$ cat src/rtl/wisc_pkg.sv
// wisc_pkg: shared widths, ALU opcodes and ID/EX control bundle
package wisc_pkg;
  localparam int REG_W  = 4;
  localparam int DATA_W = 16;
  typedef enum logic [3:0] {
    ALU_ADD = 4'h0,
    ALU_SUB = 4'h1,
    ALU_AND = 4'h2,
    ALU_OR  = 4'h3,
    ALU_XOR = 4'h4,
    ALU_SLL = 4'h5,
    ALU_SRL = 4'h6,
    ALU_SRA = 4'h7,
    ALU_SLT = 4'h8,
    ALU_LUI = 4'h9
  } aluop_t;
  typedef struct packed {
    logic   regwrite;
    logic   memread;
    logic   memwrite;
    logic   memtoreg;
    logic   alusrc;
    aluop_t aluop;
  } id_ex_ctrl_t;
  localparam id_ex_ctrl_t BUBBLE_CTRL = '{regwrite: 1'b0, memread: 1'b0, memwrite: 1'b0,
                                          memtoreg: 1'b0, alusrc: 1'b0, aluop: ALU_ADD};
endpackage

$ cat src/rtl/id_ex_pipe_reg_if.sv
// id_ex_pipe_reg_if: decoded ID fields in, registered EX fields and stall status out
interface id_ex_pipe_reg_if #(
  parameter int DATA_W = 16,
  parameter int REG_W  = 4,
  parameter int CNT_W  = 16
);
  logic [REG_W-1:0]  id_rs, id_rt, id_rd, ex_rs, ex_rt, ex_rd;
  logic [DATA_W-1:0] id_rs_data, id_rt_data, id_imm, id_pc;
  logic [DATA_W-1:0] ex_rs_data, ex_rt_data, ex_imm, ex_pc;
  logic [3:0]        id_aluop, ex_aluop;
  logic              id_alusrc, id_regwrite, id_memread, id_memwrite, id_memtoreg;
  logic              ex_alusrc, ex_regwrite, ex_memread, ex_memwrite, ex_memtoreg;
  logic              load_use_stall;
  logic [CNT_W-1:0]  stall_cnt;
  modport master (
    output id_rs, id_rt, id_rd, id_rs_data, id_rt_data, id_imm, id_pc, id_aluop,
           id_alusrc, id_regwrite, id_memread, id_memwrite, id_memtoreg,
    input  ex_rs, ex_rt, ex_rd, ex_rs_data, ex_rt_data, ex_imm, ex_pc, ex_aluop,
           ex_alusrc, ex_regwrite, ex_memread, ex_memwrite, ex_memtoreg,
           load_use_stall, stall_cnt
  );
  modport slave (
    input  id_rs, id_rt, id_rd, id_rs_data, id_rt_data, id_imm, id_pc, id_aluop,
           id_alusrc, id_regwrite, id_memread, id_memwrite, id_memtoreg,
    output ex_rs, ex_rt, ex_rd, ex_rs_data, ex_rt_data, ex_imm, ex_pc, ex_aluop,
           ex_alusrc, ex_regwrite, ex_memread, ex_memwrite, ex_memtoreg,
           load_use_stall, stall_cnt
  );
endinterface

$ cat src/rtl/id_ex_pipe_reg_load_use_detect.sv
// load_use_detect: hazard between a load in EX and a consumer in ID; store data rt is forwarded
module load_use_detect #(
  parameter int REG_W = 4
) (
  input  logic             ex_memread_i,
  input  logic [REG_W-1:0] ex_rd_i,
  input  logic [REG_W-1:0] id_rs_i,
  input  logic [REG_W-1:0] id_rt_i,
  input  logic             id_memwrite_i,
  output logic             hz_o
);
  assign hz_o = ex_memread_i & (ex_rd_i != '0) &
                ((ex_rd_i == id_rs_i) | ((ex_rd_i == id_rt_i) & ~id_memwrite_i));
endmodule

$ cat src/rtl/id_ex_pipe_reg.sv
// id_ex_pipe_reg: ID/EX register with load-use bubble insertion, flush, hold and stall counting
module id_ex_pipe_reg #(
  parameter int DATA_W = wisc_pkg::DATA_W,
  parameter int REG_W  = wisc_pkg::REG_W,
  parameter int CNT_W  = 16
) (
  input logic        clk,
  input logic        rst_n,
  input logic        hold_in,
  input logic        flush_in,
  id_ex_pipe_reg_if.slave bus
);
  import wisc_pkg::*;
  typedef struct packed {
    logic [REG_W-1:0]  rs, rt, rd;
    logic [DATA_W-1:0] rs_data, rt_data, imm, pc;
    id_ex_ctrl_t       ctrl;
  } payload_t;
  payload_t id_d, ex_d, ex_q;
  logic [CNT_W-1:0] cnt_d, cnt_q;
  logic hz;
  assign id_d = '{rs: bus.id_rs, rt: bus.id_rt, rd: bus.id_rd,
                  rs_data: bus.id_rs_data, rt_data: bus.id_rt_data, imm: bus.id_imm, pc: bus.id_pc,
                  ctrl: '{regwrite: bus.id_regwrite, memread: bus.id_memread,
                          memwrite: bus.id_memwrite, memtoreg: bus.id_memtoreg,
                          alusrc: bus.id_alusrc, aluop: aluop_t'(bus.id_aluop)}};
  load_use_detect #(.REG_W(REG_W)) u_lud (
    .ex_memread_i (ex_q.ctrl.memread),
    .ex_rd_i      (ex_q.rd),
    .id_rs_i      (bus.id_rs),
    .id_rt_i      (bus.id_rt),
    .id_memwrite_i(bus.id_memwrite),
    .hz_o         (hz)
  );
  always_comb begin
    ex_d = id_d;
    if (flush_in | hz) begin
      ex_d = '0;
      ex_d.ctrl = BUBBLE_CTRL;
    end
    cnt_d = (hz & ~flush_in & ~&cnt_q) ? cnt_q + 1'b1 : cnt_q;
  end
  always_ff @(posedge clk or negedge rst_n)
    if (!rst_n) begin
      ex_q  <= '0;
      cnt_q <= '0;
    end else if (!hold_in) begin
      ex_q  <= ex_d;
      cnt_q <= cnt_d;
    end
  assign bus.load_use_stall = hz & ~flush_in & ~hold_in;
  assign bus.stall_cnt      = cnt_q;
  assign bus.ex_rs          = ex_q.rs;
  assign bus.ex_rt          = ex_q.rt;
  assign bus.ex_rd          = ex_q.rd;
  assign bus.ex_rs_data     = ex_q.rs_data;
  assign bus.ex_rt_data     = ex_q.rt_data;
  assign bus.ex_imm         = ex_q.imm;
  assign bus.ex_pc          = ex_q.pc;
  assign bus.ex_aluop       = ex_q.ctrl.aluop;
  assign bus.ex_alusrc      = ex_q.ctrl.alusrc;
  assign bus.ex_regwrite    = ex_q.ctrl.regwrite;
  assign bus.ex_memread     = ex_q.ctrl.memread;
  assign bus.ex_memwrite    = ex_q.ctrl.memwrite;
  assign bus.ex_memtoreg    = ex_q.ctrl.memtoreg;
endmodule

$ cat src/flat_wrapper.sv
// flat-port wrapper written by rule: the top's interface ports become plain ports
module id_ex_pipe_reg_flat import wisc_pkg::*;
#(
  parameter int DATA_W = wisc_pkg::DATA_W,
  parameter int REG_W  = wisc_pkg::REG_W,
  parameter int CNT_W  = 16
)
  (clk, rst_n, hold_in, flush_in, bus_id_rs, bus_id_rt, bus_id_rd, bus_id_rs_data, bus_id_rt_data, bus_id_imm, bus_id_pc, bus_id_aluop, bus_id_alusrc, bus_id_regwrite, bus_id_memread, bus_id_memwrite, bus_id_memtoreg, bus_ex_rs, bus_ex_rt, bus_ex_rd, bus_ex_rs_data, bus_ex_rt_data, bus_ex_imm, bus_ex_pc, bus_ex_aluop, bus_ex_alusrc, bus_ex_regwrite, bus_ex_memread, bus_ex_memwrite, bus_ex_memtoreg, bus_load_use_stall, bus_stall_cnt);
  id_ex_pipe_reg_if #(.DATA_W(DATA_W), .REG_W(REG_W), .CNT_W(CNT_W)) bus_i ();
  input logic clk;
  input logic rst_n;
  input logic hold_in;
  input logic flush_in;
  input wire logic [$bits(bus_i.id_rs)-1:0] bus_id_rs;
  input wire logic [$bits(bus_i.id_rt)-1:0] bus_id_rt;
  input wire logic [$bits(bus_i.id_rd)-1:0] bus_id_rd;
  input wire logic [$bits(bus_i.id_rs_data)-1:0] bus_id_rs_data;
  input wire logic [$bits(bus_i.id_rt_data)-1:0] bus_id_rt_data;
  input wire logic [$bits(bus_i.id_imm)-1:0] bus_id_imm;
  input wire logic [$bits(bus_i.id_pc)-1:0] bus_id_pc;
  input wire logic [$bits(bus_i.id_aluop)-1:0] bus_id_aluop;
  input wire logic [$bits(bus_i.id_alusrc)-1:0] bus_id_alusrc;
  input wire logic [$bits(bus_i.id_regwrite)-1:0] bus_id_regwrite;
  input wire logic [$bits(bus_i.id_memread)-1:0] bus_id_memread;
  input wire logic [$bits(bus_i.id_memwrite)-1:0] bus_id_memwrite;
  input wire logic [$bits(bus_i.id_memtoreg)-1:0] bus_id_memtoreg;
  output wire logic [$bits(bus_i.ex_rs)-1:0] bus_ex_rs;
  output wire logic [$bits(bus_i.ex_rt)-1:0] bus_ex_rt;
  output wire logic [$bits(bus_i.ex_rd)-1:0] bus_ex_rd;
  output wire logic [$bits(bus_i.ex_rs_data)-1:0] bus_ex_rs_data;
  output wire logic [$bits(bus_i.ex_rt_data)-1:0] bus_ex_rt_data;
  output wire logic [$bits(bus_i.ex_imm)-1:0] bus_ex_imm;
  output wire logic [$bits(bus_i.ex_pc)-1:0] bus_ex_pc;
  output wire logic [$bits(bus_i.ex_aluop)-1:0] bus_ex_aluop;
  output wire logic [$bits(bus_i.ex_alusrc)-1:0] bus_ex_alusrc;
  output wire logic [$bits(bus_i.ex_regwrite)-1:0] bus_ex_regwrite;
  output wire logic [$bits(bus_i.ex_memread)-1:0] bus_ex_memread;
  output wire logic [$bits(bus_i.ex_memwrite)-1:0] bus_ex_memwrite;
  output wire logic [$bits(bus_i.ex_memtoreg)-1:0] bus_ex_memtoreg;
  output wire logic [$bits(bus_i.load_use_stall)-1:0] bus_load_use_stall;
  output wire logic [$bits(bus_i.stall_cnt)-1:0] bus_stall_cnt;
  assign bus_i.id_rs = bus_id_rs;
  assign bus_i.id_rt = bus_id_rt;
  assign bus_i.id_rd = bus_id_rd;
  assign bus_i.id_rs_data = bus_id_rs_data;
  assign bus_i.id_rt_data = bus_id_rt_data;
  assign bus_i.id_imm = bus_id_imm;
  assign bus_i.id_pc = bus_id_pc;
  assign bus_i.id_aluop = bus_id_aluop;
  assign bus_i.id_alusrc = bus_id_alusrc;
  assign bus_i.id_regwrite = bus_id_regwrite;
  assign bus_i.id_memread = bus_id_memread;
  assign bus_i.id_memwrite = bus_id_memwrite;
  assign bus_i.id_memtoreg = bus_id_memtoreg;
  assign bus_ex_rs = bus_i.ex_rs;
  assign bus_ex_rt = bus_i.ex_rt;
  assign bus_ex_rd = bus_i.ex_rd;
  assign bus_ex_rs_data = bus_i.ex_rs_data;
  assign bus_ex_rt_data = bus_i.ex_rt_data;
  assign bus_ex_imm = bus_i.ex_imm;
  assign bus_ex_pc = bus_i.ex_pc;
  assign bus_ex_aluop = bus_i.ex_aluop;
  assign bus_ex_alusrc = bus_i.ex_alusrc;
  assign bus_ex_regwrite = bus_i.ex_regwrite;
  assign bus_ex_memread = bus_i.ex_memread;
  assign bus_ex_memwrite = bus_i.ex_memwrite;
  assign bus_ex_memtoreg = bus_i.ex_memtoreg;
  assign bus_load_use_stall = bus_i.load_use_stall;
  assign bus_stall_cnt = bus_i.stall_cnt;
  id_ex_pipe_reg #(.DATA_W(DATA_W), .REG_W(REG_W), .CNT_W(CNT_W)) u_core (.clk(clk), .rst_n(rst_n), .hold_in(hold_in), .flush_in(flush_in), .bus(bus_i));
endmodule
$ cat config.mk
export PLATFORM = sky130hd
export DESIGN_NAME = id_ex_pipe_reg_flat
export DESIGN_NICKNAME = d
export VERILOG_FILES = /design/src/rtl/wisc_pkg.sv /design/src/rtl/id_ex_pipe_reg_if.sv /design/src/rtl/id_ex_pipe_reg_load_use_detect.sv /design/src/rtl/id_ex_pipe_reg.sv /design/src/flat_wrapper.sv
export SDC_FILE = /design/constraint.sdc
export NUM_CORES = 1
export LEC_CHECK = 0
export ABC_AREA = 1
export CAP_MARGIN = 40
export CORE_MARGIN = 2
export CORE_UTILIZATION = 39
export CTS_CLUSTER_SIZE = 30
export DETAILED_ROUTE_END_ITERATION = 10
export PLACE_DENSITY = 0.77
export SYNTH_ARGS = -nofsm -noshare
export SYNTH_HDL_FRONTEND = slang
export SYNTH_SLANG_ARGS = --single-unit
export TNS_END_PERCENT = 30
$ cat constraint.sdc
create_clock -name clk -period 1.4 [get_ports clk]
set_clock_uncertainty 0.05 [all_clocks]
set_input_delay 0.14 -clock clk [delete_from_list [all_inputs] [get_ports clk]]
set_output_delay 0.14 -clock clk [all_outputs]
set_load 0.03 [all_outputs]
Word level (Yosys, flattened, before mapping)
Index checks and enable logic that the tools add are counted.

Input bits: 89. Output and inout bits: 102. Logic and storage cells: 33. Flip-flop bits (word level): 101.

Equality and inequality tests: 2. Add/sub/neg operators: 1. Bitwise operators: 11. Muxes and demuxes: 1. Reduce and logical (&&, ||, !) cells: 4.

Operators by type and width (number): $mux W85 (1); $add A16 B1 Y16 const B (1); $reduce_and A16 Y1 (1); $eq A4 B4 Y1 (2); $and A1 B1 Y1 (6); $reduce_bool A4 Y1 (1); $not A1 Y1 (3); $or A1 B1 Y1 (2); $reduce_and A2 Y1 (1); $logic_not A1 Y1 (1).

Depth between registers and ports, before layout
Gate-level depths: netlist (run 1).

Depth after elaboration: 7. Mapped depth: 11. Gate-level depth less buffers: 9.

Modules after synthesis
A second synthesis (run 1) with hierarchy kept.

Cell total of the unflattened synthesis: 565. Area total of the unflattened synthesis: 4565.6 um2.

Modules (own cells, without submodules): id_ex_pipe_reg (cells each 522, area an instance 4388.0 um2, seq. area each 2527.4 um2, times used 1); load_use_detect (cells each 43, area an instance 177.7 um2, seq. area each 0.0 um2, times used 1).

Least setup slack after synthesis (run 1)
OpenSTA, ideal clock, no wires.

Kind: reg2out. Start: register u_core.ex_q, in the netlist u_core.bus.ex_rd[0]. End: output port bus_load_use_stall. Path buffers: 1. Cell stages (with the launch flop): 10. Setup slack: -737 ps. Data required time: 1210 ps. Arrival: 1947 ps. Path through: dfrtp_1 inv_2 nand2_1 nand2_1 nor2_2 nand3_2 nand2_2 nand2_4 buf_2 nor3_1.

Longest elaborated chain between the ends: 6.

RTL lines: from (decl) (line id_ex_pipe_reg.sv:19) `payload_t id_d, ex_d, ex_q;`; from (signal assigned) (line id_ex_pipe_reg.sv:45) `ex_q <= '0;`; from (signal assigned) (line id_ex_pipe_reg.sv:48) `ex_q <= ex_d;`; $eq A4 B4 Y1 (line id_ex_pipe_reg_load_use_detect.sv:13) `((ex_rd_i == id_rs_i) | ((ex_rd_i == id_rt_i) & ~id_memwrite_i));`; $and A1 B1 Y1 (line id_ex_pipe_reg_load_use_detect.sv:13); $or A1 B1 Y1 (line id_ex_pipe_reg_load_use_detect.sv:13); $and A1 B1 Y1 (*) (line id_ex_pipe_reg_load_use_detect.sv:12) `assign hz_o = ex_memread_i & (ex_rd_i != '0) &`; $and A1 B1 Y1 (*) (2 in a row) (line id_ex_pipe_reg.sv:51) `assign bus.load_use_stall = hz & ~flush_in & ~hold_in;`; to (decl) (line flat_wrapper.sv:40) `output wire logic [$bits(bus_i.load_use_stall)-1:0] bus_load_use_stall;`.

Mark *: on every way between the ends. The rest lies on a longest branch, timed or not.

Final worst setup path (run 1)
Start: register u_core.ex_q, in the netlist u_core.bus.ex_rd[3]. End: output port bus_load_use_stall.

The elaborated chain is that of the path after synthesis.

==> results of run 1 <==
state kept, by name, indices dropped and copies added, names as in the netlist, 4 cells and up:
register,flops
u_core.bus.ex_aluop,4
u_core.bus.ex_imm,16
u_core.bus.ex_pc,16
u_core.bus.ex_rd,4
u_core.bus.ex_rs,4
u_core.bus.ex_rs_data,16
u_core.bus.ex_rt,4
u_core.bus.ex_rt_data,16
u_core.bus.stall_cnt,16
Yosys cell counts (all sizes together):
cell type and number:
a21oi 1, and2 1, buf 18, clkbuf 13
dfrtp 101, ha 1, inv 19, nand2 242
nand3 84, nand3b 1, nand4 20, nor2 20
nor3 3, o21ai 9, xnor2 7, xor2 5
report_power, final:
part / switching (uW) / leakage [uW] / internal (uW)
Clock: 1020 / 0.000150 / 1560
Combinational: 1000 / 0.00267 / 746
Sequential: 130 / 0.00132 / 3130
stage by stage:
| step | setup slack [ns] | TNS [ns] | instances |
|---|---|---|---|
| after floorplan | -0.259 | -7.99 | 545 |
| after global placement | -0.345 | -31.08 | 904 |
| after detailed placement | -0.431 | -37.90 | 904 |
| after CTS | -0.364 | -23.63 | 930 |
| after global routing | -0.439 | -36.01 | 937 |
| final | -0.357 | -26.50 | 937 |
final cells by class:
type,instances,area (sq um),area share (%)
sequential,101,2530,31.9
tap,143,179,2.25
timing repair buffer,265,2710,34.0
inverter,19,71.3,0.897
clock buffer,11,233,2.93
multi-input combinational,394,2160,27.1
clock inverter,4,73.8,0.928
worst register-to-register path, stage by stage, from the launching register on:
cell and delay, ns:
dfrtp_2 0.45, nand2_1 0.08, nand2_1 0.06, nor2_2 0.13
nand2_2 0.09, nand2_4 0.10, nand2_8 0.06, buf_4 0.15
clkbuf_16 0.17, buf_16 0.14, nand3_4 0.06, nand2_2 0.06
repair_timing:
item                                    4_1_cts  5_1_grt
setup buffers                                 7        3
resized for setup                           140       50
pin swaps                                    12       16
hold endpoints to repair                    101        0
hold buffers                                  1        0
gates cloned                                  3        5
endpoints found under the setup margin      194      107
metal layers:
layer  global-route usage, %  vias to the layer above
li1                        -                     2234
met1                    28.5                     2218
met2                    40.0                      167
met3                    4.02                       25
met4                    8.70                        0
met5                       0                        -
cell families after synthesis:
logic type,share of synthesized area [%]
buffers and inverters,5.05
XOR/XNOR,2.27
adder cells (fa/ha/maj),0.270
AO/OA/AOI/OAI,1.32
flip-flops,54.6
AND/OR/NAND/NOR,36.5
path summary, 6_finish.rpt:
check / end / start
setup / recovery: bus_load_use_stall / u_core.bus.ex_rd[3]
hold / removal: u_core.bus.ex_rd[3] / hold_in
setup reg to reg: u_core.bus.ex_rt_data[8] / u_core.bus.ex_rd[3]
hold reg to reg: u_core.bus.ex_imm[10] / u_core.bus.ex_imm[10]
max in group asynchronous: u_core.bus.stall_cnt[1] / rst_n
min in group asynchronous: u_core.bus.ex_imm[5] / rst_n
==> flow_metrics.env, run 1 <==
export IMPL_status="finished, violations left"
export IMPL_violations="DRC, setup timing"
export IMPL_insertedDiodeCount=0
export IMPL_antenna_found_initial=0
export IMPL_insertion_delay_ns=0.34
export IMPL_yosys_area_top_type="dfrtp_1"
export IMPL_dpl_hpwl_um=10300
export IMPL_highest_layer="met4"
export IMPL_path_max_fanout=5
export IMPL_wl_per_cell_um=15.8
export IMPL_tightest_slew_ns=0.368
export IMPL_cts_buffer_depth=2
export IMPL_routabilityCongestion=0.864
export IMPL_min_path_cells=4
export IMPL_total_leakage_power_uw=0.00414
export IMPL_num_io_pins=191
export IMPL_synth_area_top_cells="dfrtp_1, nand2_1, nand3_1, nand3_2, nand4_1"
export IMPL_critPathMaxStageDelay_ns=0.45
export IMPL_drt_iter0_markers=249
export IMPL_fin_nets=880
export IMPL_postPlaceCellArea_sq_um=7170
export IMPL_cts_clk_slew_worst_paths_ns=0.06
export IMPL_crit_buf_inv=1
export IMPL_drv_max_cap_violation_count=0
export IMPL_io_buffers=190
export IMPL_dieArea_sq_um=12800
export IMPL_grt_pass1_wl_um=23500
export IMPL_avgSynthCellArea_sq_um=8.50
export IMPL_fin_area_sq_um=7960
export IMPL_ys_seq_area_share_pct=54.6
export IMPL_cp_slowest_cell="dfrtp_2"
export IMPL_cp_top_family="simple AND/OR/NAND/NOR gates"
export IMPL_cts_buffers=9
export IMPL_first_pass_iters=8
export IMPL_drc=17
export IMPL_postRouteAntennaNets=0
export IMPL_hold_violations=0
export IMPL_yosys_warnings=0
export IMPL_fin_crit_sh_pct=125
export IMPL_reg2reg_setup_slack_ns=-0.31
export IMPL_final_fill_count=896
export IMPL_final_common_cell="nand2_1"
export IMPL_cts_tree="built"
export IMPL_hold_class="input port to flip-flop"
export IMPL_grt_usage_pct=22.9
export IMPL_end_kind="output pin"
export IMPL_critical_path_depth=8
export IMPL_crit_arrival_ns=1.57
export IMPL_finalSetupViolations=102
export IMPL_synth_top_area_share_pct=54.6
export IMPL_fin_hold_ws_ns=0.263
export IMPL_slew_headroom_pct=75.6
export IMPL_syn_to_final_growth_pct=71.8
export IMPL_grt_pass1_vias=4799
export IMPL_rsz0062_at_grt="true"
export IMPL_drive_gt1_share_pct=23.8
export IMPL_cts_sinks=101
export IMPL_drv_slew=0
export IMPL_crit_top_cell="nand2_1"
export IMPL_start_util_pct=40.2
export IMPL_wirelength_um=14800
export IMPL_synth_nets=635
export IMPL_grt_overflow=0
export IMPL_grt_max_degree=69
export IMPL_rows=39
export IMPL_max_clock_freq_mhz=569
export IMPL_root_buffer="clkbuf_16"
export IMPL_met3_length_um=932
export IMPL_ys_seq_elements=101
export IMPL_vias_per_cell=4.96
export IMPL_wl_met2_um=7450
export IMPL_final_cell_mix="nand2_1, dfrtp_1, clkdlybuf4s50_1, dlygate4sd2_1, buf_4"
export IMPL_vdd_drop_max_v=0.000709
export IMPL_critPathKind="flip-flop to output pin"
export IMPL_p_total_uw=7580
export IMPL_wl_met1_um=6060
export IMPL_setup_ws_ns=-0.357
export IMPL_die_h_um=113
export IMPL_core_sq_um=11500
export IMPL_htreeDepth=3
export IMPL_pwr_density_cell_nw_per_um2=953
export IMPL_synthDistinctLibCells=26
export IMPL_die_w_um=113
export IMPL_num_vias=4644
export IMPL_syn_area_sq_um=4630
export IMPL_cp_cell_sequence="nand2_1 -> nand2_1 -> nor2_2 -> nand2_2 -> nand2_4 -> nand2_8 -> nor3_4 -> buf_6"
export IMPL_r2r_cells=11
export IMPL_fin_util_pct=69.1
export IMPL_worst_setup_path_start_kind="flip-flop"
export IMPL_postSynthCellCount=545
export IMPL_required_ns=1.21
export IMPL_post_route_min_period_ns=1.76
Note: power is estimated with default switching activity, not from simulation.
==> run 2: changes to the inputs <==
Settings changed: ABC_AREA 1 to unset, CORE_UTILIZATION 39 to 36, GPL_ROUTABILITY_DRIVEN set to 0, PLACE_DENSITY 0.77 to 0.76.
==> flow_metrics.env, run 2 <==
export IMPL_status="finished, violations left"
export IMPL_violations="setup timing"
export IMPL_synthArstFlopShare_pct=100
export IMPL_cts_buffer_depth=2
export IMPL_path_max_fanout=4
export IMPL_reg2reg_setup_slack_ns=-0.66
export IMPL_ys_seq_elements=101
export IMPL_setup_ws_ns=-0.682
export IMPL_r2r_cells=7
export IMPL_multi_input_area_sq_um=1360
export IMPL_yosys_area_top_type="dfrtp_1"
export IMPL_dieArea_sq_um=11700
export IMPL_p_int_uw=4560
export IMPL_htreeDepth=3
export IMPL_synthDistinctLibCells=29
export IMPL_grt_pass1_vias=3620
export IMPL_cts_sinks=101
export IMPL_dp_cells=635
export IMPL_die_h_um=108
export IMPL_place_ws_ns=-0.824
export IMPL_root_buffer="clkbuf_8"
export IMPL_max_clock_freq_mhz=480
export IMPL_tightest_slew_ns=0.864
export IMPL_syn_area_sq_um=3900
export IMPL_vias_per_cell=5.04
export IMPL_hold_class="input port to async pin"
export IMPL_ys_top_cells_by_count="dfrtp_1, a22o_1, xnor2_1, clkbuf_1, nand4_1"
export IMPL_worst_setup_path_start_kind="flip-flop"
export IMPL_post_route_min_period_ns=2.08
export IMPL_rsz0062_at_grt="true"
export IMPL_cts_buffers=9
export IMPL_cts_clk_slew_worst_paths_ns=0.10
export IMPL_critPathMaxStageDelay_ns=0.45
export IMPL_cts_tree="built"
export IMPL_ys_seq_area_share_pct=64.8
export IMPL_wirelength_um=11700
export IMPL_insertion_delay_ns=0.36
export IMPL_final_cell_mix="dfrtp_1, clkdlybuf4s50_1, a22o_1, dlygate4sd2_1, buf_4"
export IMPL_worstReg2RegStart="u_core.bus.ex_rd[1]"
export IMPL_wl_per_cell_um=17.6
export IMPL_fin_area_sq_um=6620
export IMPL_first_pass_iters=4
export IMPL_total_leakage_power_uw=0.00327
export IMPL_num_vias=3348
export IMPL_synthFlopType="dfrtp_1"
export IMPL_critPathKind="flip-flop to output pin"
export IMPL_required_ns=1.21
export IMPL_grt_overflow=0
export IMPL_fin_crit_sh_pct=149
export IMPL_cp_cell_sequence="xor2_1 -> or4_4 -> o22ai_4 -> buf_8 -> buf_6"
export IMPL_rows=38
export IMPL_start_util_pct=36.5
export IMPL_combPwrFrac_pct=24.3
export IMPL_seqPwrFrac_pct=50.1
export IMPL_core_sq_um=10700
export IMPL_drc=0
export IMPL_postPlaceCellArea_sq_um=6290
export IMPL_r2r_end="u_core.bus.stall_cnt[8]"
export IMPL_drv_max_cap_violation_count=0
export IMPL_finalSetupViolations=102
export IMPL_yosys_warnings=0
export IMPL_fin_nets=609
export IMPL_crit_arrival_ns=1.89
export IMPL_vdd_drop_max_v=0.000627
export IMPL_drv_slew=0
export IMPL_switching_share_pct=29.6
export IMPL_hold_violations=0
export IMPL_instances_no_fill=664
export IMPL_syn_to_final_growth_pct=69.7
export IMPL_clkPwrFrac_pct=25.6
export IMPL_final_common_cell="dfrtp_1"
export IMPL_dpl_hpwl_um=7980
export IMPL_grt_usage_pct=20.6
export IMPL_drt_iter0_markers=111
export IMPL_die_w_um=108
export IMPL_p_sw_uw=1920
export IMPL_synth_area_top_cells="dfrtp_1, a22o_1, xnor2_1, nand4_1, clkbuf_1"
export IMPL_antenna_found_initial=0
export IMPL_end_kind="output pin"
export IMPL_io_buffers=190
export IMPL_cp_slowest_cell="dfrtp_2"
export IMPL_synth_top_area_share_pct=64.8
export IMPL_final_fill_count=924
export IMPL_grt_max_degree=86
export IMPL_num_io_pins=191
export IMPL_regArea_sq_um=2530
export IMPL_postRouteAntennaNets=0
export IMPL_insertedDiodeCount=0
export IMPL_synth_most_common_cell="dfrtp_1"
export IMPL_grt_pass1_wl_um=18600
export IMPL_slew_headroom_pct=42.4
export IMPL_synth_edf_count=0
export IMPL_synth_nets=371
export IMPL_avgSynthCellArea_sq_um=13.9
export IMPL_postSynthCellCount=281
export IMPL_drive_gt1_share_pct=21.4
export IMPL_pwr_density_cell_nw_per_um2=978
run 2: cell types whose count changed after synthesis, moves of 12 or more:
cell,before,now
a22o_1,0,85
inv_1,15,2
nand2_1,238,4
nand3_1,72,7
nand3_2,12,0
run 2: per-layer routing:
layer | vias up | wire length [um] | GRT usage (%)
met5 | - | 0 | 0
met4 | 0 | 243 | 7.69
met3 | 18 | 720 | 4.70
met2 | 123 | 5830 | 35.1
met1 | 1657 | 4880 | 25.6
li1 | 1550 | - | -
run 2: kinds of logic after synthesis:
kind of cell	count (synthesis)	share of synthesized area [%]
buf+inv	22	2.50
mux	3	0.802
compound gates	94	21.0
flops	101	64.8
xor+xnor	19	4.27
fa+ha+maj	1	0.321
simple gates	41	6.26
run 2: worst max path at each step:
stage,depth (start not counted),from,to,slack [ns]
finish,5,u_core.bus.ex_rd[1],bus_load_use_stall,-0.68
global route,7,u_core.bus.ex_rd[1],u_core.bus.stall_cnt[10],-0.75
CTS,5,u_core.bus.ex_rd[1],bus_load_use_stall,-0.71
detailed placement,7,flush_in,u_core.bus.stall_cnt[8],-0.82
global placement,7,flush_in,u_core.bus.stall_cnt[8],-0.79
floorplan,5,u_core.bus.ex_rd[1],u_core.bus.stall_cnt[1],-0.63
run 2: stage by stage:
step	util (%)	power (uW)	hold slack, ns	TNS, ns
after floorplan	-	4030	-0.206	-49.59
after global placement	58.8	4900	0.0350	-61.91
after detailed placement	58.8	4930	0.0383	-65.66
after CTS	61.9	6550	0.171	-57.47
after global routing	61.9	6780	0.210	-65.75
final	61.9	6470	0.177	-59.03
run 2: worst max-delay path: cells and delay by family, from the launching register on:
family                 cells  cell delay (ns)
buffers and inverters      2             0.25
AND/OR/NAND/NOR            1             0.44
XOR/XNOR                   1             0.19
AO/OA/AOI/OAI              1             0.21
flip-flops                 1             0.45
run 2: final cells by class:
| cell class | count | area share (%) |
|---|---|---|
| Sequential cell | 101 | 38.3 |
| Timing Repair Buffer | 246 | 35.9 |
| Multi-Input combinational cell | 159 | 20.5 |
| Tap cell | 140 | 2.65 |
| Clock buffer | 13 | 2.25 |
| Clock inverter | 3 | 0.321 |
| Inverter | 2 | 0.113 |
run 2: power by group through the flow:
stage | clock, uW | combinational [uW] | sequential, uW
CTS | 1720 | 1590 | 3250
global placement | 0 | 1600 | 3300
floorplan | 0 | 304 | 3720
finish | 1660 | 1570 | 3240
detailed placement | 0 | 1630 | 3300
global route | 1850 | 1660 | 3270
run 2: timing repair:
| action | CTS | global route |
|---|---|---|
| gates cloned | 6 | 0 |
| endpoints found under the setup margin | 199 | 120 |
| pin swaps | 1 | 10 |
| hold endpoints to repair | 97 | 0 |
| gates resized for setup | 142 | 13 |
| buffers inserted | 4 | 5 |
| hold buffers | 1 | 0 |
